--- src/rtl/demux_pkg.sv ---
// Shared definitions for the buffered 4-way bus demultiplexer.
package demux_pkg;

   // Destination channel carried on the control lines.
   typedef enum logic [1:0] {
      FIRST  = 2'd0,
      SECOND = 2'd1,
      THIRD  = 2'd2,
      FOURTH = 2'd3
   } channel_t;

   localparam int NUM_CHANNELS = 4;

endpackage

--- src/rtl/demux_channel_fifo.sv ---
// One per-channel synchronous FIFO. The head word is held in a register so
// the channel output stays at the last delivered word once the FIFO drains.
//
// Handshake: a word is written when push_i is high (the caller only raises
// it when full_o is low); the head is consumed on an edge where valid_o and
// pop_i are both high. Neither side has a combinational path to the other.
module demux_channel_fifo #(
   parameter int WIDTH = 32,
   parameter int DEPTH = 2
) (
   input  logic             clk,
   input  logic             n_reset,
   input  logic             push_i,
   input  logic [WIDTH-1:0] push_data_i,
   input  logic             pop_i,
   output logic             full_o,
   output logic             valid_o,
   output logic [WIDTH-1:0] head_o
);

   localparam int PW = (DEPTH > 1) ? $clog2(DEPTH) : 1;
   localparam int CW = PW + 1;

   logic [WIDTH-1:0] mem_q [DEPTH];
   logic [PW-1:0]    rd_ptr_q, rd_ptr_d;
   logic [PW-1:0]    wr_ptr_q, wr_ptr_d;
   logic [CW-1:0]    count_q, count_d;
   logic [WIDTH-1:0] head_q, head_d;
   logic             valid_q;
   logic             pop;

   assign pop     = pop_i && valid_q;
   assign full_o  = (count_q == CW'(DEPTH));
   assign valid_o = valid_q;
   assign head_o  = head_q;

   // Next pointers, occupancy and the word that will sit at the head after the edge.
   always_comb begin
      rd_ptr_d = rd_ptr_q;
      wr_ptr_d = wr_ptr_q;
      head_d   = head_q;
      if (push_i) wr_ptr_d = wr_ptr_q + PW'(1);
      if (pop)    rd_ptr_d = rd_ptr_q + PW'(1);
      count_d = count_q + CW'(push_i) - CW'(pop);
      // The new head may be the word being written this very edge.
      if (count_d != '0) begin
         if (push_i && (wr_ptr_q == rd_ptr_d)) head_d = push_data_i;
         else                                  head_d = mem_q[rd_ptr_d];
      end
   end

   // State registers; reset flushes everything including the held head word.
   always_ff @(posedge clk or negedge n_reset) begin
      if (!n_reset) begin
         for (int k = 0; k < DEPTH; k++) mem_q[k] <= '0;
         rd_ptr_q <= '0;
         wr_ptr_q <= '0;
         count_q  <= '0;
         head_q   <= '0;
         valid_q  <= 1'b0;
      end else begin
         if (push_i) mem_q[wr_ptr_q] <= push_data_i;
         rd_ptr_q <= rd_ptr_d;
         wr_ptr_q <= wr_ptr_d;
         count_q  <= count_d;
         head_q   <= head_d;
         valid_q  <= (count_d != '0);
      end
   end

endmodule

--- src/rtl/demux_4_buffered.sv ---
// Receive side of the shared 4:1 bus: routes each enabled bus word into
// one of four channel FIFOs chosen by control, drained by valid/ready.
//
// Handshake: the bus side transfers on an edge where n_in_enable is low and
// in_ready is high; in_ready depends only on control and registered state.
// Channel i transfers on an edge where out_valid[i] and out_ready[i] are high.
module demux_4_buffered
   import demux_pkg::*;
#(
   parameter int WIDTH = 32,
   parameter int DEPTH = 2
) (
   input  logic             clk,
   input  logic             n_reset,
   input  logic [WIDTH-1:0] bus_data,
   input  logic [1:0]       control,
   input  logic             n_in_enable,
   output logic             in_ready,
   output logic [WIDTH-1:0] first_channel,
   output logic [WIDTH-1:0] second_channel,
   output logic [WIDTH-1:0] third_channel,
   output logic [WIDTH-1:0] fourth_channel,
   output logic [3:0]       out_valid,
   input  logic [3:0]       out_ready
);

   channel_t         sel;
   logic             bus_push;
   logic [3:0]       push_w;
   logic [3:0]       full_w;
   logic [WIDTH-1:0] head_w [NUM_CHANNELS];

   assign sel = channel_t'(control);

   // Back-pressure is the full flag of the addressed channel only.
   always_comb begin
      in_ready = ~full_w[sel];
   end

   // A disabled bus gates the push first, so floating data/select never reach state.
   always_comb begin
      bus_push = ~n_in_enable & in_ready;
      push_w   = '0;
      for (int i = 0; i < NUM_CHANNELS; i++) begin
         push_w[i] = bus_push && (control == 2'(i));
      end
   end

   for (genvar g = 0; g < NUM_CHANNELS; g++) begin : g_chan
      demux_channel_fifo #(
         .WIDTH (WIDTH),
         .DEPTH (DEPTH)
      ) u_fifo (
         .clk         (clk),
         .n_reset     (n_reset),
         .push_i      (push_w[g]),
         .push_data_i (bus_data),
         .pop_i       (out_ready[g]),
         .full_o      (full_w[g]),
         .valid_o     (out_valid[g]),
         .head_o      (head_w[g])
      );
   end

   assign first_channel  = head_w[0];
   assign second_channel = head_w[1];
   assign third_channel  = head_w[2];
   assign fourth_channel = head_w[3];

endmodule

--- config.mk ---
export PLATFORM = sky130hd
export DESIGN_NAME = demux_4_buffered
export DESIGN_NICKNAME = d
export VERILOG_FILES = /design/src/rtl/demux_pkg.sv /design/src/rtl/demux_channel_fifo.sv /design/src/rtl/demux_4_buffered.sv
export SDC_FILE = /design/constraint.sdc
export NUM_CORES = 1
export LEC_CHECK = 0
export CAP_MARGIN = 25
export CORE_ASPECT_RATIO = 1.2
export CORE_MARGIN = 2
export CORE_UTILIZATION = 60
export CTS_CLUSTER_DIAMETER = 60
export DETAILED_ROUTE_END_ITERATION = 10
export GPL_ROUTABILITY_DRIVEN = 0
export HOLD_SLACK_MARGIN = 0.06
export PLACE_DENSITY = 0.83
export SLEW_MARGIN = 5
export SYNTH_ARGS = -nofsm -noshare
export SYNTH_HDL_FRONTEND = slang
export SYNTH_SLANG_ARGS = --single-unit
--- constraint.sdc ---
create_clock -name clk -period 5.4 [get_ports clk]
set_input_delay 0.54 -clock clk [delete_from_list [all_inputs] [get_ports clk]]
set_output_delay 0.54 -clock clk [all_outputs]
set_load 0.005 [all_outputs]
# Word level (Yosys, flattened, before mapping)
# Cells that the tools add are included.
dict set report op_classes {
  n_addsub 16
  multipliers 0
  div 0
  magnitude_cmp 13
  n_eq_ne 11
  shifts 0
  mux 34
  bitwise 11
  n_reduce_logical 21
}
# cell n
set ops {}
lappend ops {{$mux 32} 20}
lappend ops {{$bwmux 64} 4}
lappend ops {{$demux 32 s1} 4}
lappend ops {{$ge 2x2->1 const B} 8}
lappend ops {{$logic_and 1x1->1} 16}
lappend ops {{$not 1->2} 8}
lappend ops {{$eq 2x2->1 const B} 6}
lappend ops {{$add 1x1->1 const B} 8}
lappend ops {{$add 2x1->2} 4}
lappend ops {{$lt 2x1->1 const B} 4}
lappend ops {{$reduce_bool 2->1} 4}
lappend ops {{$sub 2x1->2} 4}
lappend ops {{$mux 1} 5}
lappend ops {{$eq 1x1->1} 4}
lappend ops {{$lt 2x3->1 const B} 1}
lappend ops {{$bmux 1 s2} 1}
lappend ops {{$eq 2x1->1 const B} 1}
lappend ops {{$logic_not 2->1} 1}
lappend ops {{$not 1->1} 2}
lappend ops {{$and 1x1->1} 1}
dict set report word_totals {
  ff_bits 404
  latchBits 0
  ram_bits 0
  mem_bits_ro 0
  inputBits 41
  out_inout_bits 133
  word_cells 134
  mem_count 0
}

# Logic depth before layout (Yosys ltp)
dict set report depth {
  word_depth 9
  depth_mapped 12
  depth_no_buf 11
}

# By module
# Synthesis repeated with hierarchy kept, for this count alone.
dict set report unflattened {
  cells_unflattened 1526
  area_unflattened_um2 20194.4
}
# module instances cells_per_inst area_per_inst_um2 seq_area_each_um2
set modules_own_cells {}
lappend modules_own_cells {demux_channel_fifo 4 380 5033.6 2527.4}
lappend modules_own_cells {demux_4_buffered 1 6 60.1 0.0}

# Worst setup path before layout
# No wires, ideal clock.
dict set report synth_timing {
  kind {input port to flip-flop}
  start {input control[1]}
  end {register g_chan[1].u_fifo.head_q[10]}
  setup_ns 0.094
  t_arrival_ns 2.433
  required_time_ns 5.306
  setup_slack_ns 2.873
  stages 12
  path_buffers 1
  cell_sequence {nor3b_1 > and2_1 > inv_1 > ha_1 > inv_1 > ha_1 > xor3_1 > nor2_2 > inv_2 > o21a_2 > buf_6 > a221oi_2}
}
dict set report synth_between {
  elab_chain_cells 8
  word_cells_on_any_way 11
  cone_classes {2 x add/sub; 1 x eq/ne; 3 x mux; 2 x bitwise; 3 x reduce/logical}
}
# item line_no
set synth_lines {}
lappend synth_lines {{start, declared} demux_4_buffered.sv:16} ;# input logic [1:0] control,
lappend synth_lines {{$bmux 1 s2} demux_4_buffered.sv:37} ;# in_ready = ~full_w[sel];
lappend synth_lines {{$mux 1 (not written as such)} demux_4_buffered.sv:37}
lappend synth_lines {{$not 1->1} demux_4_buffered.sv:37}
lappend synth_lines {{$and 1x1->1} demux_4_buffered.sv:42} ;# bus_push = ~n_in_enable & in_ready;
lappend synth_lines {{$logic_and 1x1->1 (*)} demux_4_buffered.sv:45} ;# push_w[i] = bus_push && (control == 2'(i));
lappend synth_lines {{$add 2x1->2 (*)} demux_channel_fifo.sv:44} ;# count_d = count_q + CW'(push_i) - CW'(pop);
lappend synth_lines {{$sub 2x1->2 (*)} demux_channel_fifo.sv:44}
lappend synth_lines {{net g_chan[1].u_fifo.count_d[1]} demux_channel_fifo.sv:27} ;# logic [CW-1:0] count_q, count_d;
lappend synth_lines {{$reduce_bool 2->1 (*)} demux_channel_fifo.sv:46} ;# if (count_d != '0) begin
lappend synth_lines {{end signal, assigned} demux_channel_fifo.sv:59} ;# head_q <= '0;
lappend synth_lines {{end signal, assigned} demux_channel_fifo.sv:66} ;# head_q <= head_d;
lappend synth_lines {{end, declared} demux_channel_fifo.sv:28} ;# logic [WIDTH-1:0] head_q, head_d;
# The timed path passes the listed nets; every way through them passes the cells marked *. The select of a mux whose other input is x is not followed.
# A chain may end at the register's enable or synchronous reset.

# Final worst setup path
dict set report layout_timing {
  start {input control[1]}
  end {register g_chan[1].u_fifo.head_q[31]}
}
# Same word-level chain as after synthesis.

==> implementation parameters <==
Parameter                              Value

Run status
  Run status    finished, final reports clean

Synth
  Proportion of synthesized chip area in sequential cells    56.4%
  Synthesis warning total    0
  Leading register cell type out of synthesis    sky130_fd_sc_hd__dfrtp_1
  Synth async-reset ratio    100%
  Cell count after synthesis    1234
  Area share of the leading cell type in the synthesized netlist    56.4%
  Post-synth design cell area    0.0179 mm^2
  Syn nets    1283
  Cell taking the most area after synthesis    sky130_fd_sc_hd__dfrtp_1
  Number of distinct standard cells referenced by the synthesized netlist    34
  Area contributors post-synth    sky130_fd_sc_hd__dfrtp_1 (56%), sky130_fd_sc_hd__mux2_2 (16%), sky130_fd_sc_hd__a221oi_2 (9.7%)
  Syn Area/Cell    14.5 um^2
  Number of synthesized flops with an enable pin    0
  #FFs+latches synth    404

Cells and area
  Filler cell count    1929
  Commonest cells after routing, fill and taps aside    sky130_fd_sc_hd__dfrtp_1 (404), sky130_fd_sc_hd__mux2_2 (253), sky130_fd_sc_hd__clkdlybuf4s50_1 (172)
  Most common cell after layout, fill and taps aside    sky130_fd_sc_hd__dfrtp_1
  Area grow syn2layout    18.9%
  Total Nets Final    1450
  N_diodes    0
  Final cell count without fillers    1816
  Layout cells sized above 1    34.2%

Clock network
  Hold-fix buffers, CTS    0
  Post-CTS Setup Inserts    0
  TritonCTS clock tree    done
  Clock buffers created by TritonCTS    40
  Latest clock arrival within the worst-skew pair    0.52 ns
  Maximum count of clock buffers along a single path    3
  Number of sinks on the clock net    404
  CTS clock-pin slew for the worst setup and hold paths    0.06 ns
  Clock Tree Root    sky130_fd_sc_hd__clkbuf_16
  Max H-tree Level    2
  Number of resized instances in the post-cts repair step    0

STA
  Ratio of final minimum period to clock period    65.1%
  Final number of hold-violating endpoints    0
  Clock period minus worst slack    3.52 ns
  Setup Viol. Count Final    0
  Max Clock Freq    284 MHz
  Setup repair after global routing missed its margin    no
  Final sum of negative setup slack    0 ns
  Worst clock skew    0.0114 ns
  Transition at the pin with the smallest max-transition slack    1.00 ns
  Worst hold slack    0.0451 ns
  Slew Limit Fails    0
  Headroom to the max-slew limit    33.2%
  Worst Slack Setup Final    1.88 ns

Routing
  Routed length per instance    24.6 um
  Total number of vias    11283
  First-pass iteration count of the detailed router    4
  Iter 0 DRT Violations    738
  Antenna Nets Post-Route    0
  Number of vias per cell    6.21
  Number of DRC violations after detailed routing    0
  Total wirelength of the detailed-routed design    44700 um

Worst setup path
  Data required time at the worst endpoint    5.78 ns
  CP startpoint kind    primary input
  Data arrival time at the worst-slack endpoint    3.90 ns
  Crit Path Class    primary input to flip-flop
  Type of element capturing the critical path    flip-flop
  Critical path peak fanout    17

Place
  Total placed cells including tap cells    1749
  Post-Place Setup Slack    1.34 ns
  Sum of net half-perimeters after detailed placement    28900 um
  Number of input and output port buffers inserted    173

Global route
  Maximum number of pins on one net before global-route repair    157
  Antenna violations before repair    0
  Total congestion overflow    0
  Wire length of the first global-routing pass    70300 um
  Overall fraction of global-route tracks in use    29.1%
  Vias in the first global route    12138

Power and ir drop
  Total power draw    15.8 mW
  Static leakage    9.31 nW
  Worst-case vdd ir drop    0.403 mV
  Power density cells    741 mW/mm^2

Worst hold path
  Min-delay worst type    primary input to async pin

Die
  CORE AREA    0.0295 mm^2
  Initial Util    60.7%
  Die footprint    0.0313 mm^2
  Row count    69
  Floorplan die width    162 um
  Die Ht    193 um
  Io pins    174

Flow run
  Number of maximum-capacitance violations    0
==> metrics by stage <==
step	instance area [um^2]	utilization, %
3_3_place_gp	20000	67.8
3_5_place_dp	20100	68.0
5_1_grt	21300	72.2
4_1_cts	21300	72.2
6_report	21300	72.2
2_1_floorplan	17900	-
==> synthesized netlist by cell type, types with 4 or more instances <==
master / count
sky130_fd_sc_hd__inv_2: 4
sky130_fd_sc_hd__nand2b_1: 4
sky130_fd_sc_hd__a211oi_1: 4
sky130_fd_sc_hd__dfrtp_1: 404
sky130_fd_sc_hd__and2_1: 5
sky130_fd_sc_hd__nor4_1: 4
sky130_fd_sc_hd__a221oi_1: 8
sky130_fd_sc_hd__inv_1: 45
sky130_fd_sc_hd__xnor2_2: 4
sky130_fd_sc_hd__xnor2_1: 4
sky130_fd_sc_hd__nor2_2: 4
sky130_fd_sc_hd__buf_6: 9
sky130_fd_sc_hd__nor2_1: 135
sky130_fd_sc_hd__xor3_1: 4
sky130_fd_sc_hd__ha_1: 8
sky130_fd_sc_hd__nor3_2: 4
sky130_fd_sc_hd__buf_4: 19
sky130_fd_sc_hd__mux2_2: 253
sky130_fd_sc_hd__buf_2: 37
sky130_fd_sc_hd__mux2i_1: 128
sky130_fd_sc_hd__xnor3_1: 4
sky130_fd_sc_hd__a221oi_2: 116
sky130_fd_sc_hd__clkbuf_1: 12
==> registers in the layout, summed over array words and instances, names as in the netlist <==
name and cells:
g_chan.u_fifo.mem_q 256, g_chan.u_fifo.count_q 8, g_chan.u_fifo.valid_o 4, g_chan.u_fifo.head_o 128
g_chan.u_fifo.rd_ptr_q 4, g_chan.u_fifo.wr_ptr_q 4
==> worst max-delay path, cell delays in order <==
cell and delay [ns]:
sky130_fd_sc_hd__clkdlybuf4s50_1 0.51, sky130_fd_sc_hd__nor3b_1 0.21, sky130_fd_sc_hd__and2_1 0.21, sky130_fd_sc_hd__inv_1 0.16, sky130_fd_sc_hd__ha_1 0.31, sky130_fd_sc_hd__inv_1 0.04
sky130_fd_sc_hd__ha_1 0.18, sky130_fd_sc_hd__xor3_1 0.24, sky130_fd_sc_hd__nor2_2 0.08, sky130_fd_sc_hd__nor3_4 0.78, sky130_fd_sc_hd__buf_4 0.49, sky130_fd_sc_hd__a221oi_2 0.13
==> report_power, final <==
group / total [mW] / internal, mW / switching [mW]
registers: 5.66 / 4.67 / 0.992
logic: 7.43 / 3.80 / 3.64
clock network: 2.70 / 1.58 / 1.12
total: 15.8 / 10.0 / 5.75
==> layer usage <==
| metal | vias up | global-route usage [%] | routed length (um) |
|---|---|---|---|
| li1 | 4841 | - | - |
| met4 | 0 | 10.4 | 1540 |
| met5 | - | 0 | 0 |
| met2 | 392 | 50.0 | 22800 |
| met1 | 5947 | 37.9 | 17900 |
| met3 | 103 | 4.12 | 2400 |
==> cells by family after synthesis <==
family / count (synthesis) / synth area share, %
muxes: 385 / 23.4
AOI/OAI and AO/OA: 132 / 10.4
DFF: 404 / 56.4
xor gates and xnor gates: 16 / 1.59
adders and majority gates: 8 / 0.558
buffers and inverters: 127 / 3.69
and+or+nand+nor: 162 / 3.97
==> final timing paths <==
check	cells after the start	slack, ns	endpoint	from
setup / recovery	12	1.88	g_chan[1].u_fifo.head_o[31]$_DFFE_PN0P_	control[1]
hold / removal	1	0.05	g_chan[0].u_fifo.mem_q[36]$_DFFE_PN0P_	n_reset
setup reg to reg	11	2.14	g_chan[1].u_fifo.head_o[31]$_DFFE_PN0P_	g_chan[1].u_fifo.count_q[0]$_DFF_PN0_
hold reg to reg	1	0.50	g_chan[1].u_fifo.mem_q[40]$_DFFE_PN0P_	g_chan[1].u_fifo.mem_q[40]$_DFFE_PN0P_
max in group asynchronous	2	3.94	g_chan[2].u_fifo.mem_q[48]$_DFFE_PN0P_	n_reset
min in group clk	1	0.50	g_chan[1].u_fifo.mem_q[40]$_DFFE_PN0P_	g_chan[1].u_fifo.mem_q[40]$_DFFE_PN0P_
==> cell type report <==
cell class	count	area (um^2)	share of cell area [%]
multi-input combinational	703	7280	34.2
clock inverter	8	90.1	0.423
timing repair buffer	203	2000	9.39
sequential	404	10100	47.4
inverter	49	184	0.863
tap	390	488	2.29
clock buffer	59	1160	5.46
No activity file was read; power rests on OpenSTA's default activity.
